==> config.mk <==
export PLATFORM = sky130hd
export DESIGN_NAME = comparator_offset_cal
export DESIGN_NICKNAME = d
export VERILOG_FILES = /design/src/rtl/comparator_offset_cal.sv
export SDC_FILE = /design/constraint.sdc
export NUM_CORES = 1
export LEC_CHECK = 0
export BUFFER_PORTS_ARGS = -buffer_cell sky130_fd_sc_hd__buf_2
export CELL_PAD_IN_SITES_DETAIL_PLACEMENT = 2
export CELL_PAD_IN_SITES_GLOBAL_PLACEMENT = 2
export CORE_AREA = 4 4 103 105
export DETAILED_ROUTE_END_ITERATION = 7
export DIE_AREA = 0 0 107 109
export PLACE_DENSITY = 0.85
export SYNTH_ARGS = -nofsm -noshare
export SYNTH_HDL_FRONTEND = slang
export SYNTH_SLANG_ARGS = --single-unit
==> constraint.sdc <==
create_clock -name clk -period 3.9 [get_ports clk]
set_input_delay 0.585 -clock clk [delete_from_list [all_inputs] [get_ports clk]]
set_output_delay 0.585 -clock clk [all_outputs]
set_load 0.02 [all_outputs]
==> src/rtl/comparator_offset_cal.sv <==
// Offset calibration controller for a bank of comparators: parallel signed SAR trim
// search with majority-vote sampling. Drives the p/n trim buses and reports rail hits.
module comparator_offset_cal #(
  parameter int NCH    = 4,
  parameter int CFG_W  = 5,
  parameter int NAVG   = 8,
  parameter int SETTLE = 4
) (
  input  logic                 clk,
  input  logic                 rst,
  input  logic                 start,
  input  logic [NCH-1:0]       cmp_out,
  output logic                 cal_en,
  output logic [NCH*CFG_W-1:0] cfg_offset_p,
  output logic [NCH*CFG_W-1:0] cfg_offset_n,
  output logic                 busy,
  output logic                 done,
  output logic [NCH-1:0]       cal_fail
);

  localparam int CNT_W = $clog2(NAVG + 1);
  localparam int K_W   = $clog2(CFG_W + 1);
  localparam int TMR_W = $clog2(((SETTLE > NAVG) ? SETTLE : NAVG) + 1);
  localparam logic [CFG_W:0] MID = {1'b1, {CFG_W{1'b0}}};

  typedef enum logic [2:0] {
    IDLE,
    SETTLING,
    SAMPLE,
    DECIDE,
    FINISH
  } state_t;

  state_t           state_reg, state_next;
  logic [K_W-1:0]   k_reg, k_next;
  logic [TMR_W-1:0] tmr_reg, tmr_next;
  logic             init_run, sample_en, decide_en, fin;

  always_ff @(posedge clk or posedge rst) begin
    if (rst) begin
      state_reg <= IDLE;
      k_reg     <= '0;
      tmr_reg   <= '0;
    end else begin
      state_reg <= state_next;
      k_reg     <= k_next;
      tmr_reg   <= tmr_next;
    end
  end

  always_comb begin
    state_next = state_reg;
    k_next     = k_reg;
    tmr_next   = tmr_reg;
    init_run   = 1'b0;
    sample_en  = 1'b0;
    decide_en  = 1'b0;
    fin        = 1'b0;
    case (state_reg)
      IDLE: begin
        if (start) begin
          state_next = SETTLING;
          k_next     = K_W'(CFG_W);
          tmr_next   = '0;
          init_run   = 1'b1;
        end
      end
      SETTLING: begin
        if (tmr_reg == TMR_W'(SETTLE - 1)) begin
          tmr_next   = '0;
          state_next = SAMPLE;
        end else begin
          tmr_next = tmr_reg + TMR_W'(1);
        end
      end
      SAMPLE: begin
        sample_en = 1'b1;
        if (tmr_reg == TMR_W'(NAVG - 1)) begin
          tmr_next   = '0;
          state_next = DECIDE;
        end else begin
          tmr_next = tmr_reg + TMR_W'(1);
        end
      end
      DECIDE: begin
        decide_en = 1'b1;
        if (k_reg == '0) begin
          state_next = FINISH;
        end else begin
          k_next     = k_reg - K_W'(1);
          state_next = SETTLING;
        end
      end
      FINISH: begin
        fin        = 1'b1;
        state_next = IDLE;
      end
      default: state_next = IDLE;
    endcase
  end

  assign busy   = (state_reg == SETTLING) || (state_reg == SAMPLE) || (state_reg == DECIDE);
  assign cal_en = busy;
  assign done   = (state_reg == FINISH);

  genvar gi;
  generate
    for (gi = 0; gi < NCH; gi++) begin : g_ch
      logic [CFG_W:0]   u_reg, u_next;
      logic [CNT_W-1:0] ones_reg, ones_next;
      logic             fail_reg, fail_next;
      logic [CFG_W-1:0] neg_mag, p_fld, n_fld;
      logic             at_rail;

      // Mid-scale reset value keeps both trim fields at zero.
      always_ff @(posedge clk or posedge rst) begin
        if (rst) begin
          u_reg    <= MID;
          ones_reg <= '0;
          fail_reg <= 1'b0;
        end else begin
          u_reg    <= u_next;
          ones_reg <= ones_next;
          fail_reg <= fail_next;
        end
      end

      always_comb begin
        u_next    = u_reg;
        ones_next = ones_reg;
        fail_next = fail_reg;
        if (init_run) begin
          u_next    = MID;
          ones_next = '0;
          fail_next = 1'b0;
        end else if (sample_en) begin
          if (cmp_out[gi]) ones_next = ones_reg + CNT_W'(1);
        end else if (decide_en) begin
          // Strict majority of ones means net offset still positive: drop the trial bit.
          if (ones_reg > CNT_W'(NAVG / 2)) u_next[k_reg] = 1'b0;
          if (k_reg != '0) u_next[k_reg - K_W'(1)] = 1'b1;
          ones_next = '0;
        end else if (fin) begin
          fail_next = at_rail;
        end
      end

      // u = 0 would be -2^CFG_W; it saturates to the -(2^CFG_W-1) rail.
      assign neg_mag = (u_reg[CFG_W-1:0] == '0) ? {CFG_W{1'b1}}
                                                : (CFG_W'(0) - u_reg[CFG_W-1:0]);
      assign at_rail = u_reg[CFG_W] ? (&u_reg[CFG_W-1:0]) : (u_reg[CFG_W-1:1] == '0);

      always_comb begin
        p_fld = '0;
        n_fld = '0;
        if (u_reg[CFG_W]) begin
          p_fld = u_reg[CFG_W-1:0];
        end else begin
          for (int b = 0; b < CFG_W; b++) n_fld[b] = neg_mag[CFG_W-1-b];
        end
      end

      assign cfg_offset_p[gi*CFG_W +: CFG_W] = p_fld;
      assign cfg_offset_n[gi*CFG_W +: CFG_W] = n_fld;
      assign cal_fail[gi]                    = fail_reg;
    end
  endgenerate

endmodule

==> summary.txt, run 1 <==
Floorplanning
  • CORE AREA: 9640 um^2
  • Die Area: 11700 um^2
  • Row count: 36
  • Starting Density: a little over a third
  • Die width: roughly 110 um
  • Die H: ~110 um
  • Boundary Pins: between 50 and 60

Global routing
  • GRT Total Usage: between 20% and 30%
  • GRT busiest layer: met2
  • Pin count of the biggest net entering global routing: 31
  • Met3 capacity usage during global routing: 2.31%
  • Met2 usage: 36.6%
  • Initial antenna violation count: 0
  • Vias in the first global route: 3627
  • Gr ovfl total: 0
  • Global Route met1 Usage: between 20% and 30%
  • First-pass GRT wire length: around 19000 um

Worst setup path
  • WP data required: between 3 and 4 ns
  • CP endpoint kind: output port
  • Critical setup path kind: register to output port
  • Startpoint types: register
  • Arrival time worst endpoint: between 2 and 2.5 ns
  • Crit Path Max Fanout: 25

Power and ir drop
  • LEAKAGE: 1.85 nW
  • Overall Power: between 2 and 3 mW
  • Maximum VDD drop: ~290 uV
  • Sequential cell fraction of total power: 33.7%
  • PD cells: 652 nW/um^2
  • P_int: ~1.3 mW
  • Sw frac: about 48%
  • Sw power: between 1 and 1.5 mW
  • Clock power share: between 10% and 20%
  • Comb pwr share: ~51%

Final layout
  • Most common cell after layout, fill and taps aside: o21ai_0
  • Register area: roughly 1400 um^2
  • Layout Utilization: 41.1%
  • Fillcell total: 1153
  • Antenna Cells: 0
  • Share of layout cells above drive strength 1: between 10% and 20%
  • Syn-to-layout area delta: 12.9%
  • Max reg flops: 24
  • Fin nets: between 400 and 500
  • Final instance area: between 3000 and 4000 um^2
  • Area of the multi-input gates: approximately 1900 um^2
  • Commonest non-fill, non-tap cells in the layout: 55 x o21ai_0, 53 x buf_2, 50 x dfrtp_1

Clocking
  • Num CTS Buffers: 5
  • H-tree levels: 2
  • Root buffer cell: clkbuf_8
  • Buffer count from post-CTS setup fixing: 0
  • Clk Latency, worst-skew pair: around 0.31 ns
  • Worst-path clk slew: approximately 0.10 ns
  • Post_cts resized: 0
  • Clock tree sinks: 54
  • CTS tree: built
  • Clk buf depth: 2
  • CTS Hold Bufs: 0

Yosys
  • Top-area cell type share of the netlist area: between 30 and 40%
  • Leading area contributor after synthesis: dfrtp_1
  • Top post-synthesis cells by area: dfrtp_1 36%, o21ai_0 7.8%, ha_1 6.8%
  • Synth Flop Type: dfrtp_1
  • Post-synth EDFFs: 0
  • Syn Inst Count: between 400 and 500
  • Post-synthesis sequential area ratio: approximately two fifths
  • Mapped Nets: 446
  • Cell Area, Synth: between 3000 and 4000 um^2
  • Async SR Flop Fraction: 100%
  • Yosys reg bits: between 50 and 60
  • Syn avg cell area: 8.36 um^2
  • Ys Warns: 0
  • Count of cell types in the netlist: 40

Timing
  • Min Clock Period, post-route: ~2.8 ns
  • Setup Viol. Count Final: 0
  • Tcrit/Tclk final: between 70% and 80%
  • Setup TNS: 0 ns
  • Max-slew violations: 0
  • Fin. Hold Viols: 0
  • Rel. slew slack: approximately a third
  • Worst slew pin tran: between 0.9 and 1 ns
  • Hold_ws: between 0.3 and 0.4 ns
  • Fmax: roughly 360 MHz
  • RSZ-0062 raised after global routing: false
  • Clk_skew: about 0.0062 ns

Route
  • Routed WL: 11100 um
  • Vias per cell: ~5.4
  • Antenna Nets Post-Route: 0
  • DR iter-0 viols: about 110
  • Drt first pass iters: 4
  • Via count: ~3200
  • Drt drc: 0
  • Average wire per standard cell: 18.7 um

Placement
  • Placement Cell Area: 3850 um^2
  • Placed wire-length estimate: approximately 8500 um
  • Gp weighted congestion: about 0.82
  • Port bufs: 53

Status
  • Status: finished clean

Job
  • Max-Cap Viols: 0

Hold path
  • HP Class: primary input to async pin
metal layers:
layer | vias up | part of all wire, %
met1 | 1600 | 44
met4 | 0 | 1.7
met2 | 76 | 51
met3 | 14 | 3.1
met5 | - | 0
li1 | 1541 | -
synth_stat cells (2+ instances only):
| master | number |
|---|---|
| ha_1 | 19 |
| nor2_1 | 29 |
| or4_1 | 2 |
| nor3b_1 | 5 |
| and2_1 | 21 |
| xor2_1 | 2 |
| buf_6 | 2 |
| or3_1 | 2 |
| a21o_1 | 3 |
| dfrtp_1 | 50 |
| a211oi_1 | 7 |
| buf_2 | 3 |
| buf_4 | 5 |
| o21ai_1 | 16 |
| xnor2_1 | 12 |
| nor3_1 | 7 |
| nand4_1 | 8 |
| a211oi_2 | 5 |
| mux2_2 | 2 |
| nand3_1 | 21 |
| or3b_1 | 2 |
| clkbuf_1 | 12 |
| a21oi_1 | 47 |
| nand2_1 | 10 |
| dfstp_2 | 4 |
| nor2b_1 | 7 |
| inv_1 | 41 |
| a22o_1 | 6 |
| o21ai_0 | 55 |
| nand2b_1 | 5 |
worst max-delay path: stages, from the launching register on:
cell,delay (ns)
dfrtp_1,0.97
inv_1,0.26
nor3_1,0.25
buf_4,0.20
buf_2,0.18
logic make-up (layout without fill, tap and decap cells):
| logic type | Yosys count | after routing | synth area share, % |
|---|---|---|---|
| AOI/OAI and AO/OA | 145 | 145 | 23.9 |
| and+or+nand+nor | 123 | 123 | 18.8 |
| buffers and inverters | 63 | 106 | 7.81 |
| DFF | 54 | 54 | 38.6 |
| adders and majority gates | 19 | 19 | 6.77 |
| xor gates and xnor gates | 14 | 14 | 3.49 |
| muxes | 2 | 2 | 0.642 |
through the flow:
stage | cells | setup WS [ns]
global placement | 588 | 1.56
CTS | 596 | 1.10
finish | 596 | 1.13
floorplan | 420 | 1.93
global route | 596 | 0.954
detailed placement | 588 | 1.45
area by class of cell:
type                    instances  share of cell area, %
clock inverters                 2                  0.948
well taps                     133                   4.20
inverters                      41                   3.89
flip-flops and latches         54                   34.2
multi-input cells             303                   47.4
repair buffers                 57                   7.45
clock buffers                   6                   1.83
worst paths after layout:
kind | from | depth (start not counted) | end | slack (ns)
max reg2reg | state_reg[0] | 4 | g_ch[2].u_reg[0] | 1.49
max in group asynchronous | rst | 3 | g_ch[2].u_reg[5] | 2.69
min | rst | 2 | tmr_reg[2] | 0.37
min reg2reg | g_ch[1].fail_reg | 1 | g_ch[1].fail_reg | 0.52
min in group clk | g_ch[1].fail_reg | 1 | g_ch[1].fail_reg | 0.52
max | state_reg[2] | 4 | done | 1.13
power groups by stage:
stage	Sequential, mW	Clock [mW]	Combinational (mW)
floorplan	0.774	0	1.05
global placement	0.865	0	1.26
detailed placement	0.881	0	1.33
CTS	0.870	0.396	1.34
global route	0.896	0.420	1.50
finish	0.870	0.385	1.33
Power figures use the tool's default switching activity.
==> run 2, diff against run 1 <==
--- a/config.mk
+++ b/config.mk
@@ -8,10 +8,10 @@
 export BUFFER_PORTS_ARGS = -buffer_cell sky130_fd_sc_hd__buf_2
 export CELL_PAD_IN_SITES_DETAIL_PLACEMENT = 2
 export CELL_PAD_IN_SITES_GLOBAL_PLACEMENT = 2
-export CORE_AREA = 4 4 103 105
+export CORE_AREA = 4 4 112 114
 export DETAILED_ROUTE_END_ITERATION = 7
-export DIE_AREA = 0 0 107 109
-export PLACE_DENSITY = 0.85
+export DIE_AREA = 0 0 116 118
+export PLACE_DENSITY = 0.76
 export SYNTH_ARGS = -nofsm -noshare
 export SYNTH_HDL_FRONTEND = slang
 export SYNTH_SLANG_ARGS = --single-unit
==> constraint.sdc (replaced) <==
create_clock -name clk -period 2.5 [get_ports clk]
set_input_delay 0.375 -clock clk [delete_from_list [all_inputs] [get_ports clk]]
set_output_delay 0.375 -clock clk [all_outputs]
set_load 0.02 [all_outputs]
==> summary.txt, run 2 (synthesis results as in run 1) <==
Status
  • Status: finished clean

Route
  • Via count: 3233
  • Drt drc: 0
  • Vias per cell: between 5 and 6
  • Average wire per standard cell: about 18 um
  • Drt first pass iters: 4
  • Routed WL: roughly 11000 um
  • DR iter-0 viols: 121
  • Antenna Nets Post-Route: 0

Timing
  • Max-slew violations: 0
  • Hold_ws: roughly 0.13 ns
  • Setup Viol. Count Final: 0
  • Clk_skew: around 0.0050 ns
  • Setup TNS: 0 ns
  • Fmax: about 440 MHz
  • RSZ-0062 raised after global routing: false
  • Final worst slack: approximately 0.23 ns
  • Fin. Hold Viols: 0
  • Min Clock Period, post-route: roughly 2.3 ns
  • Rel. slew slack: 58.4%
  • Worst slew pin tran: approximately 0.62 ns
  • Tcrit/Tclk final: 90.8%

Power and ir drop
  • Maximum VDD drop: 396 uV
  • LEAKAGE: 1.89 nW
  • PD cells: around 1000 nW/um^2
  • Overall Power: between 4 and 5 mW

Final layout
  • Area of the multi-input gates: between 1500 and 2000 um^2
  • Max reg flops: 24
  • Antenna Cells: 0
  • Commonest non-fill, non-tap cells in the layout: 55 x o21ai_0, 53 x buf_2, 50 x dfrtp_1
  • Final instance area: between 4000 and 5000 um^2
  • Register area: 1360 um^2
  • Share of layout cells above drive strength 1: 17.0%
  • Fillcell total: between 1000 and 1500
  • Syn-to-layout area delta: 15.7%
  • Fin nets: 491
  • Most common cell after layout, fill and taps aside: o21ai_0

Clocking
  • Buffer count from post-CTS setup fixing: 0
  • Clock tree sinks: 54
  • Num CTS Buffers: 5
  • CTS tree: built
  • Clk Latency, worst-skew pair: approximately 0.30 ns
  • Clk buf depth: 2
  • Post_cts resized: 0
  • Root buffer cell: clkbuf_16
  • CTS Hold Bufs: 0
  • H-tree levels: 2
  • Worst-path clk slew: around 0.07 ns

Placement
  • Gp weighted congestion: around 0.84
  • Setup WS pre-CTS: roughly 0.3 ns
  • Placement Cell Area: 3900 um^2
  • Port bufs: 53
  • Placed wire-length estimate: between 8000 and 9000 um

Floorplanning
  • Starting Density: just over 30%
  • Die Area: 13700 um^2
  • Die H: roughly 120 um
  • Row count: 39
  • CORE AREA: around 11000 um^2
  • Boundary Pins: 54
  • Die width: between 100 and 150 um

Global routing
  • GRT Total Usage: ~17%
  • Vias in the first global route: ~3500
  • Pin count of the biggest net entering global routing: 31
  • Initial antenna violation count: 0
  • First-pass GRT wire length: ~18000 um
  • Gr ovfl total: 0

Hold path
  • HP Class: primary input to async pin

Worst setup path
  • WP data required: approximately 2.1 ns
  • CP endpoint kind: output port
  • Crit Path Max Fanout: 12
  • Critical setup path kind: register to output port
  • Arrival time worst endpoint: around 1.9 ns
  • Startpoint types: register

Job
  • Max-Cap Viols: 0
==> run 2: cell count changes in the layout (fill, tap and decap cells not counted) <==
cell	change
clkbuf_16	+5
clkbuf_8	-5
buf_4	+2
buf_12	+1
clkbuf_1	+1
clkinvlp_4	-1
==> run 2: area by class of cell <==
class / count / share of cell area [%]
Inverter: 41 / 3.79
Clock buffer: 7 / 3.27
Clock inverter: 1 / 0.739
Tap cell: 143 / 4.41
Timing Repair Buffer: 60 / 8.13
Sequential cell: 54 / 33.4
Multi-Input combinational cell: 303 / 46.3
==> run 2: worst paths after layout <==
path                       cells after the start        startpoint             endpoint  slack [ns]
setup reg to reg                               6          k_reg[0]     g_ch[3].u_reg[5]        0.29
max in group asynchronous                      3               rst  g_ch[2].ones_reg[0]        1.80
min in group clk                               3        cmp_out[3]  g_ch[3].ones_reg[0]        0.36
hold reg to reg                                1  g_ch[0].fail_reg     g_ch[0].fail_reg        0.51
setup / recovery                               3      state_reg[2]                 done        0.23
hold / removal                                 2               rst             k_reg[0]        0.13
==> run 2: through the flow <==
| stage | util, % | std cells |
|---|---|---|
| global placement | 34.1 | 601 |
| global route | 35.6 | 609 |
| finish | 35.6 | 609 |
| CTS | 35.6 | 609 |
| detailed placement | 34.1 | 601 |
| floorplan | - | 420 |
==> run 2: worst max-delay path, cell delays in order (launching register included) <==
cell     delay (ns)
dfrtp_1        0.58
inv_1          0.21
nor3_1         0.53
buf_2          0.27
==> run 2: where the power goes <==
group	switching (mW)	leakage [nW]	internal, mW
combinational	1.34	1.09	0.765
sequential	0.276	0.723	1.05
clock	0.338	0.0781	0.475
total	1.95	1.89	2.29
==> run 2: metal layers <==
layer | track usage [%] | share of wire (%)
met2 | 29.8 | 50
met4 | 2.90 | 1.1
met3 | 2.37 | 2.9
met1 | 21.3 | 46
met5 | 0 | 0
